==> config.mk <==
export PLATFORM = sky130hd
export DESIGN_NAME = pcie_lane_arbiter
export DESIGN_NICKNAME = d
export VERILOG_FILES = /design/src/rtl/pcie_lane_arbiter.sv
export SDC_FILE = /design/constraint.sdc
export NUM_CORES = 1
export LEC_CHECK = 0
export ABC_CLOCK_PERIOD_IN_PS = 3000
export CORE_MARGIN = 4
export CORE_UTILIZATION = 30
export CTS_CLUSTER_DIAMETER = 50
export DETAILED_ROUTE_END_ITERATION = 10
export SLEW_MARGIN = 30
export SYNTH_ARGS = -nofsm -noshare
export SYNTH_HDL_FRONTEND = slang
export SYNTH_SLANG_ARGS = --single-unit
==> constraint.sdc <==
create_clock -name clk_8f -period 3 [get_ports clk_8f]
set_clock_uncertainty 0.2 [all_clocks]
set_input_delay 0.45 -clock clk_8f [delete_from_list [all_inputs] [get_ports clk_8f]]
set_output_delay 0.45 -clock clk_8f [all_outputs]
set_load 0.01 [all_outputs]
==> src/rtl/pcie_lane_arbiter.sv <==
// pcie_lane_arbiter: two-lane round-robin byte arbiter with per-lane FIFOs,
// burst-limited grants, pause backpressure and sticky overflow flags.
// Optional macro PCIE_ARB_IDLE_COM_EN: drive K28.5 COM (8'hBC) on data_out_c
// and force lane_sel to 0 whenever valid_out_c is low.

module pcie_lane_arbiter #(
    parameter int DATA_W     = 8,
    parameter int FIFO_DEPTH = 4,
    parameter int AFULL_TH   = 3,
    parameter int BURST_MAX  = 2
) (
    input  logic              clk_8f,
    input  logic              reset,
    input  logic [DATA_W-1:0] data_in_0_c,
    input  logic              valid_in_0_c,
    input  logic [DATA_W-1:0] data_in_1_c,
    input  logic              valid_in_1_c,
    output logic              pause_0,
    output logic              pause_1,
    output logic              ovf_0,
    output logic              ovf_1,
    output logic [DATA_W-1:0] data_out_c,
    output logic              valid_out_c,
    output logic              lane_sel,
    input  logic              ready_out
);

    localparam int PTR_W = (FIFO_DEPTH > 1) ? $clog2(FIFO_DEPTH) : 1;
    localparam int CNT_W = PTR_W + 1;
    localparam int BC_W  = $clog2(BURST_MAX + 1);

`ifdef PCIE_ARB_IDLE_COM_EN
    localparam logic [DATA_W-1:0] IDLE_DATA = DATA_W'(8'hBC);
`else
    localparam logic [DATA_W-1:0] IDLE_DATA = {DATA_W{1'b0}};
`endif

    typedef enum logic [1:0] {
        ST_IDLE   = 2'd0,
        ST_GRANT0 = 2'd1,
        ST_GRANT1 = 2'd2
    } state_t;

    // Per-lane views of the input ports
    logic [DATA_W-1:0] din_s [2];
    logic [1:0]        vin_s;

    assign din_s[0] = data_in_0_c;
    assign din_s[1] = data_in_1_c;
    assign vin_s    = {valid_in_1_c, valid_in_0_c};

    // FIFO storage and bookkeeping
    logic [DATA_W-1:0] mem_q    [2][FIFO_DEPTH];
    logic [DATA_W-1:0] mem_d    [2][FIFO_DEPTH];
    logic [PTR_W-1:0]  wr_ptr_q [2];
    logic [PTR_W-1:0]  wr_ptr_d [2];
    logic [PTR_W-1:0]  rd_ptr_q [2];
    logic [PTR_W-1:0]  rd_ptr_d [2];
    logic [CNT_W-1:0]  cnt_q    [2];
    logic [CNT_W-1:0]  cnt_d    [2];

    logic [1:0] ne_s;
    logic [1:0] push_s;
    logic [1:0] pop_s;
    logic [1:0] ovf_q, ovf_d;
    logic [1:0] pause_q, pause_d;

    // Arbitration state
    state_t           state_q, state_d;
    logic [BC_W-1:0]  burst_q, burst_d;
    logic             last_grant_q, last_grant_d;
    logic             load_s;
    logic             grant_s;
    logic             stay_s;
    logic             cur_s;

    // Output registers
    logic [DATA_W-1:0] data_out_q, data_out_d;
    logic              valid_out_q, valid_out_d;
    logic              lane_sel_q, lane_sel_d;

    assign ne_s[0] = (cnt_q[0] != {CNT_W{1'b0}});
    assign ne_s[1] = (cnt_q[1] != {CNT_W{1'b0}});

    // Grant selection, FSM next state and burst accounting
    always_comb begin
        state_d      = state_q;
        burst_d      = burst_q;
        last_grant_d = last_grant_q;
        grant_s      = 1'b0;
        stay_s       = 1'b0;
        cur_s        = 1'b0;
        load_s       = (!valid_out_q || ready_out) && (ne_s != 2'b00);
        case (state_q)
            ST_IDLE: begin
                if (ne_s == 2'b11) begin
                    grant_s = ~last_grant_q;
                end else begin
                    grant_s = ~ne_s[0];
                end
            end
            ST_GRANT0, ST_GRANT1: begin
                cur_s = (state_q == ST_GRANT1);
                if (ne_s[cur_s] && (!ne_s[~cur_s] || (burst_q < BC_W'(BURST_MAX)))) begin
                    grant_s = cur_s;
                    stay_s  = 1'b1;
                end else begin
                    grant_s = ~cur_s;
                    stay_s  = 1'b0;
                end
            end
            default: begin
                grant_s = 1'b0;
                stay_s  = 1'b0;
            end
        endcase
        // A load always has a non-empty lane, so the next state is a grant
        // state; IDLE is only re-entered through reset.
        if (load_s) begin
            last_grant_d = grant_s;
            state_d      = grant_s ? ST_GRANT1 : ST_GRANT0;
            if (stay_s) begin
                if (burst_q >= BC_W'(BURST_MAX)) begin
                    burst_d = BC_W'(BURST_MAX);
                end else begin
                    burst_d = burst_q + BC_W'(1);
                end
            end else begin
                burst_d = BC_W'(1);
            end
        end else begin
            state_d      = state_q;
            burst_d      = burst_q;
            last_grant_d = last_grant_q;
        end
    end

    // Per-lane FIFO push/pop, overflow and pause decode
    always_comb begin
        mem_d    = mem_q;
        wr_ptr_d = wr_ptr_q;
        rd_ptr_d = rd_ptr_q;
        cnt_d    = cnt_q;
        ovf_d    = ovf_q;
        pause_d  = pause_q;
        push_s   = 2'b00;
        pop_s    = 2'b00;
        for (int l = 0; l < 2; l++) begin
            pop_s[l]  = load_s && (grant_s == 1'(l));
            // A full FIFO still accepts a byte when it is popped on the same edge
            push_s[l] = vin_s[l] && ((cnt_q[l] != CNT_W'(FIFO_DEPTH)) || pop_s[l]);
            if (push_s[l]) begin
                mem_d[l][wr_ptr_q[l]] = din_s[l];
                wr_ptr_d[l]           = wr_ptr_q[l] + PTR_W'(1);
            end else begin
                wr_ptr_d[l] = wr_ptr_q[l];
            end
            if (pop_s[l]) begin
                rd_ptr_d[l] = rd_ptr_q[l] + PTR_W'(1);
            end else begin
                rd_ptr_d[l] = rd_ptr_q[l];
            end
            case ({push_s[l], pop_s[l]})
                2'b10:   cnt_d[l] = cnt_q[l] + CNT_W'(1);
                2'b01:   cnt_d[l] = cnt_q[l] - CNT_W'(1);
                default: cnt_d[l] = cnt_q[l];
            endcase
            ovf_d[l]   = ovf_q[l] | (vin_s[l] & ~push_s[l]);
            pause_d[l] = (cnt_d[l] >= CNT_W'(AFULL_TH));
        end
    end

    // Output register load / drain / hold
    always_comb begin
        data_out_d  = data_out_q;
        valid_out_d = valid_out_q;
        lane_sel_d  = lane_sel_q;
        if (load_s) begin
            data_out_d  = mem_q[grant_s][rd_ptr_q[grant_s]];
            lane_sel_d  = grant_s;
            valid_out_d = 1'b1;
        end else if (valid_out_q && ready_out) begin
            data_out_d  = IDLE_DATA;
            valid_out_d = 1'b0;
`ifdef PCIE_ARB_IDLE_COM_EN
            lane_sel_d  = 1'b0;
`else
            lane_sel_d  = lane_sel_q;
`endif
        end else begin
            data_out_d  = data_out_q;
            valid_out_d = valid_out_q;
            lane_sel_d  = lane_sel_q;
        end
    end

    // Control, FSM and output registers with synchronous active-low reset
    always_ff @(posedge clk_8f) begin
        if (!reset) begin
            wr_ptr_q[0]  <= {PTR_W{1'b0}};
            wr_ptr_q[1]  <= {PTR_W{1'b0}};
            rd_ptr_q[0]  <= {PTR_W{1'b0}};
            rd_ptr_q[1]  <= {PTR_W{1'b0}};
            cnt_q[0]     <= {CNT_W{1'b0}};
            cnt_q[1]     <= {CNT_W{1'b0}};
            ovf_q        <= 2'b00;
            pause_q      <= 2'b00;
            state_q      <= ST_IDLE;
            burst_q      <= {BC_W{1'b0}};
            last_grant_q <= 1'b1;
            data_out_q   <= IDLE_DATA;
            valid_out_q  <= 1'b0;
            lane_sel_q   <= 1'b0;
        end else begin
            wr_ptr_q     <= wr_ptr_d;
            rd_ptr_q     <= rd_ptr_d;
            cnt_q        <= cnt_d;
            ovf_q        <= ovf_d;
            pause_q      <= pause_d;
            state_q      <= state_d;
            burst_q      <= burst_d;
            last_grant_q <= last_grant_d;
            data_out_q   <= data_out_d;
            valid_out_q  <= valid_out_d;
            lane_sel_q   <= lane_sel_d;
        end
    end

    // FIFO storage; contents are don't-care while the counts say empty
    always_ff @(posedge clk_8f) begin
        mem_q <= mem_d;
    end

    assign pause_0     = pause_q[0];
    assign pause_1     = pause_q[1];
    assign ovf_0       = ovf_q[0];
    assign ovf_1       = ovf_q[1];
    assign data_out_c  = data_out_q;
    assign valid_out_c = valid_out_q;
    assign lane_sel    = lane_sel_q;

endmodule

### Word level (Yosys, flattened, before mapping)

Cells that the tools add are included.

| storage, ports and cells | value |
|---|---|
| bits in registers | 97 |
| input port bits | 21 |
| output and inout bits | 14 |
| logic and storage cells | 120 |

| operators by class | value |
|---|---|
| add/sub/neg operators | 9 |
| $lt $le $gt $ge | 12 |
| equality and inequality tests | 9 |
| multiplexer cells | 33 |
| bitwise logic cells | 14 |
| reductions and logical operators | 21 |

Operators by type and width:

| kind | number |
|---|---|
| 32-bit two-way mux | 3 |
| 32-bit bitwise mux | 2 |
| 8-bit two-way mux | 6 |
| 8-bit demux with 2-bit select | 2 |
| 8-bit binary-select mux with 2-bit select | 1 |
| 2-bit two-way mux | 6 |
| 3-bit case mux with 2 select lines | 2 |
| 2-bit by 1-bit adder with 2-bit output, second input constant | 5 |
| 1-bit two-way mux | 10 |
| 3-bit greater-or-equal comparator, second input constant | 3 |
| 1-bit logical AND | 9 |
| 2-bit inverter with 3-bit output | 3 |
| 2-bit equality test, second input constant | 4 |
| 3-bit by 1-bit adder with 3-bit output, second input constant | 2 |
| 2-bit by 1-bit equality test with 1-bit output, second input constant | 3 |
| 3-bit by 2-bit greater-or-equal comparator with 1-bit output, second input constant | 2 |
| 3-bit by 1-bit less-than comparator with 1-bit output, second input constant | 2 |
| 3-bit != test, second input constant | 2 |
| 1-bit inverter | 6 |
| 3-bit nonzero test | 2 |
| 3-bit by 1-bit subtractor with 3-bit output, second input constant | 2 |
| 2-bit greater-or-equal comparator, second input constant | 2 |
| 1-bit logical OR | 4 |
| 1-bit by 2-bit less-than comparator with 1-bit output, second input constant | 2 |
| other kinds (9) | 13 |

### Depth between registers and ports, before layout

| logic depth | value |
|---|---|
| word-level depth | 18 |
| depth in mapped cells | 13 |
| mapped depth without buffers | 13 |

### Least setup slack after synthesis

No wires, ideal clock.

| path | value |
|---|---|
| path kind | register to register |
| start point | register cnt_q[2] (netlist bit) |
| end point | register pause_q[0] |
| arrival | 2.795 ns |
| data required time | 2.677 ns |
| slack | -0.118 ns |
| cell stages (with the launch flop) | 12 |
| clock period less this slack | 3.118 ns |
| path through | dfxtp_1 -> or3_1 -> nor3b_1 -> o41ai_1 -> nor2_2 -> o21ai_0 -> ha_1 -> fa_1 -> xnor2_1 -> o21ai_0 -> a21oi_1 -> or2_2 |

| on the way | value |
|---|---|
| cells in the longest elaborated chain, start to end | 15 |

RTL lines:

| item | line | source |
|---|---|---|
| start, declared | 59 | `logic [CNT_W-1:0] cnt_q [2];` |
| start signal, assigned | 217 | `cnt_q <= cnt_d;` |
| 3-bit nonzero test * | 83 | `assign ne_s[1] = (cnt_q[1] != {CNT_W{1'b0}});` |
| 1-bit two-way mux (not written as such) (2 in series) | 104 | `if (ne_s[cur_s] && (!ne_s[~cur_s] \|\| (burst_q < BC_W'(BURST_MAX)))) begin` |
| 1-bit zero test | 104 |  |
| 1-bit logical OR | 104 |  |
| 1-bit logical AND | 104 |  |
| 1-bit two-way mux | 104 |  |
| 1-bit case mux with 2 select lines | 94 | `case (state_q)` |
| 1-bit inverter | 149 | `pop_s[l] = load_s && (grant_s == 1'(l));` |
| 1-bit logical AND * | 149 |  |
| net pop_s[0] | 64 | `logic [1:0] pop_s;` |
| 1-bit logical OR | 151 | `push_s[l] = vin_s[l] && ((cnt_q[l] != CNT_W'(FIFO_DEPTH)) \|\| pop_s[l]);` |
| 1-bit logical AND | 151 |  |
| 2-bit by 1-bit equality test with 1-bit output / 2-bit equality test (equally long branches) | 163 | `case ({push_s[l], pop_s[l]})` |
| 3-bit case mux with 2 select lines * | 163 |  |
| 3-bit by 2-bit greater-or-equal comparator with 1-bit output * | 169 | `pause_d[l] = (cnt_d[l] >= CNT_W'(AFULL_TH));` |
| end signal, assigned | 219 | `pause_q <= pause_d;` |
| end, declared | 66 | `logic [1:0] pause_q, pause_d;` |

The timed path passes the listed nets; every way through them passes the cells marked *. The select of a mux whose other input is x is not followed.
A chain may end at the register's enable or synchronous reset.

### Worst setup path after layout

| path | value |
|---|---|
| start point | register cnt_q[3] (netlist bit) |
| end point | register pause_q[0] |

| on the way | value |
|---|---|
| cells in the longest elaborated chain, start to end | 15 |

RTL lines:

| item | line | source |
|---|---|---|
| 3-bit nonzero test * | 82 | `assign ne_s[0] = (cnt_q[0] != {CNT_W{1'b0}});` |
| 1-bit two-way mux (not written as such) (2 in series) | 104 |  |
| 1-bit zero test | 104 |  |
| 1-bit logical OR | 104 |  |
| 1-bit logical AND | 104 |  |
| 1-bit two-way mux | 104 |  |
| 1-bit case mux with 2 select lines | 94 |  |
| 1-bit inverter | 149 |  |
| 1-bit logical AND * | 149 |  |
| net pop_s[0] | 64 |  |
| 1-bit logical OR | 151 |  |
| 1-bit logical AND | 151 |  |
| 2-bit by 1-bit equality test with 1-bit output / 2-bit equality test (equally long branches) | 163 |  |
| 3-bit case mux with 2 select lines * | 163 |  |
| 3-bit by 2-bit greater-or-equal comparator with 1-bit output * | 169 |  |

Marked as above.

==> qor.csv <==
metric;value;unit
worstSetupPathType;register to register;
cts_hold_buf;0;
drv_cap;0;
syn_area_per_cell;14.2;um2
power.total;5400;uW
coreArea;13300;um2
synth_seq_cells;96;
cts_buffers;9;
cts_tree;done;
fmax;0.344;GHz
path_max_fanout;8;
post-route-period-util;0.968;
root_buffer;clkbuf_16;
synth.net_count;324;
slew_headroom;0.542;
synth_common_cells;64 x edfxtp_1, 32 x dfxtp_1, 23 x nand2_1, 16 x mux4_2, 13 x ha_1;
port_buffers;34;
yosysMostFrequentCell;edfxtp_1;
cp_top_family;simple AND/OR/NAND/NOR gates;
worstSkewPairLatency;340;ps
routed_via_density;4.80;
synth_top_area_share;0.470;
cp.arrival;2990;ps
place_area;4830;um2
worstPathCellList;or3_4, o41ai_4, nor2_2, buf_4, ha_2, fa_2, xnor2_2, or3_4, a21oi_2, or2_2;
synth.area.top_cells;edfxtp_1 47%, dfxtp_1 16%, mux4_2 8.8%;
synth_flop_cell;edfxtp_1;
ir_drop;401;uV
slew_violations;0;
antenna_found_initial;0;
area_delta_synth_final;29.1;%
p_leak;0.00187;uW
worst_slack;97.1;ps
async_flop_share;0;
drc;0;
power.density;1020;nW/um2
fin_nets;388;
cts_max_level;3;
synth-edff-count;64;
gr-total-overflow;0;
tightest_slew;686;ps
setup_viol;0;
seq_area_frac_synth;0.627;
cp-end-kind;register;
hpwl;5.71;mm
place.gp.congestion;0.791;
worst_ep_required_time;3080;ps
rows;42;
critPathMostFrequentCell;or3_4;
die_x;125;um
post_drt_wl_per_cell;15.8;um
synth_cells;288;
diodes;0;
min_path_type;register to register;
timing.hold.ws;269;ps
path_buf_inv;1;
vias;2560;
fin_crit;2900;ps
clk_pin_slew;70;ps
status;complete, no violations;
design_area;5270;um2
rsz0062_at_grt;yes;
critPathSlowestCell;or3_4;
drt-initial-drc-count;205;
dp_slack;-145;ps
pin_count;35;
grt_pass1_wl;13.6;mm
firstDrtPassIters;4;
routed_wl;8.44;mm
startpoint_type;register;
syn_area;4090;um2
first_global_vias;2490;
grt_usage;0.111;
ys_warn_count;0;
clk_path_buf_depth;2;
detail-route-antenna-nets;0;
dieArea;15500;um2
initial_utilization;0.307;
grt_max_degree;24;
max_stage_delay;420;ps
yosysTopAreaCell;edfxtp_1;
hold_viol;0;
yosysUniqueCellTypes;49;
clock-sinks;96;
finalSetupTns;0;ps
die_h;125;um
final_layout_size_suffix_gt1_frac;0.258;
[worst min-delay path: cells and delay by family, from the launching register on]
kind,cells,cell delay [ps]
simple gates,1,50
flops,1,330
compound gates,1,60
[placed cells by master, fill, tap and decap left out, drive strengths merged, types with 11 or more instances in the layout]
cell | Yosys | final
mux4 | 16 | 16
edfxtp | 64 | 64
buf | 3 | 32
dfxtp | 32 | 32
nand2 | 23 | 23
ha | 13 | 13
clkdlybuf4s50 | 0 | 34
inv | 9 | 12
o211ai | 11 | 11
nor2 | 13 | 13
[cell type report]
type	count	area, um2
fillers	1248	8020
flip-flops and latches	96	2570
multi-input cells	169	1570
repair buffers	66	581
clock buffers	10	229
well taps	176	220
clock inverters	6	65.1
inverters	10	40.0
[worst paths after layout]
| check | from | endpoint | slack, ps | cells after the start |
|---|---|---|---|---|
| worst min-delay path | ovf_q[1] | ovf_q[1] | 270 | 2 |
| worst max-delay path | cnt_q[3] | pause_q[0] | 100 | 10 |
| worst min register to register | ovf_q[1] | ovf_q[1] | 270 | 2 |
| worst max register to register | cnt_q[3] | pause_q[0] | 100 | 10 |
[per-stage QoR]
step	util	std cells
final	0.397	533
after detailed placement	0.364	514
after global placement	0.364	514
after global routing	0.397	533
after floorplan	-	288
after CTS	0.388	530
[layer usage]
layer | up-vias | GRT usage | routed length (um)
li1 | 1240 | - | -
met1 | 1256 | 0.154 | 3880
met2 | 59 | 0.167 | 4010
met3 | 5 | 0.0420 | 493
met4 | 0 | 0.0232 | 55
met5 | - | 0 | 0
[where the power goes]
group / switching (uW) / internal (uW) / total (uW)
Clock: 479 / 650 / 1130
Sequential: 213 / 1740 / 1960
Combinational: 1150 / 1170 / 2320
[registers in the layout, summed over array words and instances (netlist names)]
register / count
burst_q: 2
pause_q: 2
cnt_q: 6
state_q: 2
rd_ptr_q: 4
ovf_q: 2
valid_out_c: 1
mem_q: 64
wr_ptr_q: 4
last_grant_q: 1
data_out_c: 8
[cells by family after synthesis]
logic type / after synthesis / share of synthesized area
compound gates: 45 / 0.0818
fa+ha+maj: 15 / 0.0496
buf+inv: 23 / 0.0217
xor+xnor: 6 / 0.0129
flops: 96 / 0.627
simple gates: 81 / 0.104
mux: 22 / 0.103
[timing repair]
| action | CTS | global route |
|---|---|---|
| gates resized for setup | 9 | 21 |
| pin swaps | 2 | 11 |
| buffers inserted | 0 | 3 |
| endpoints found under the setup margin | 1 | 4 |
Power figures use the tool's default switching activity.
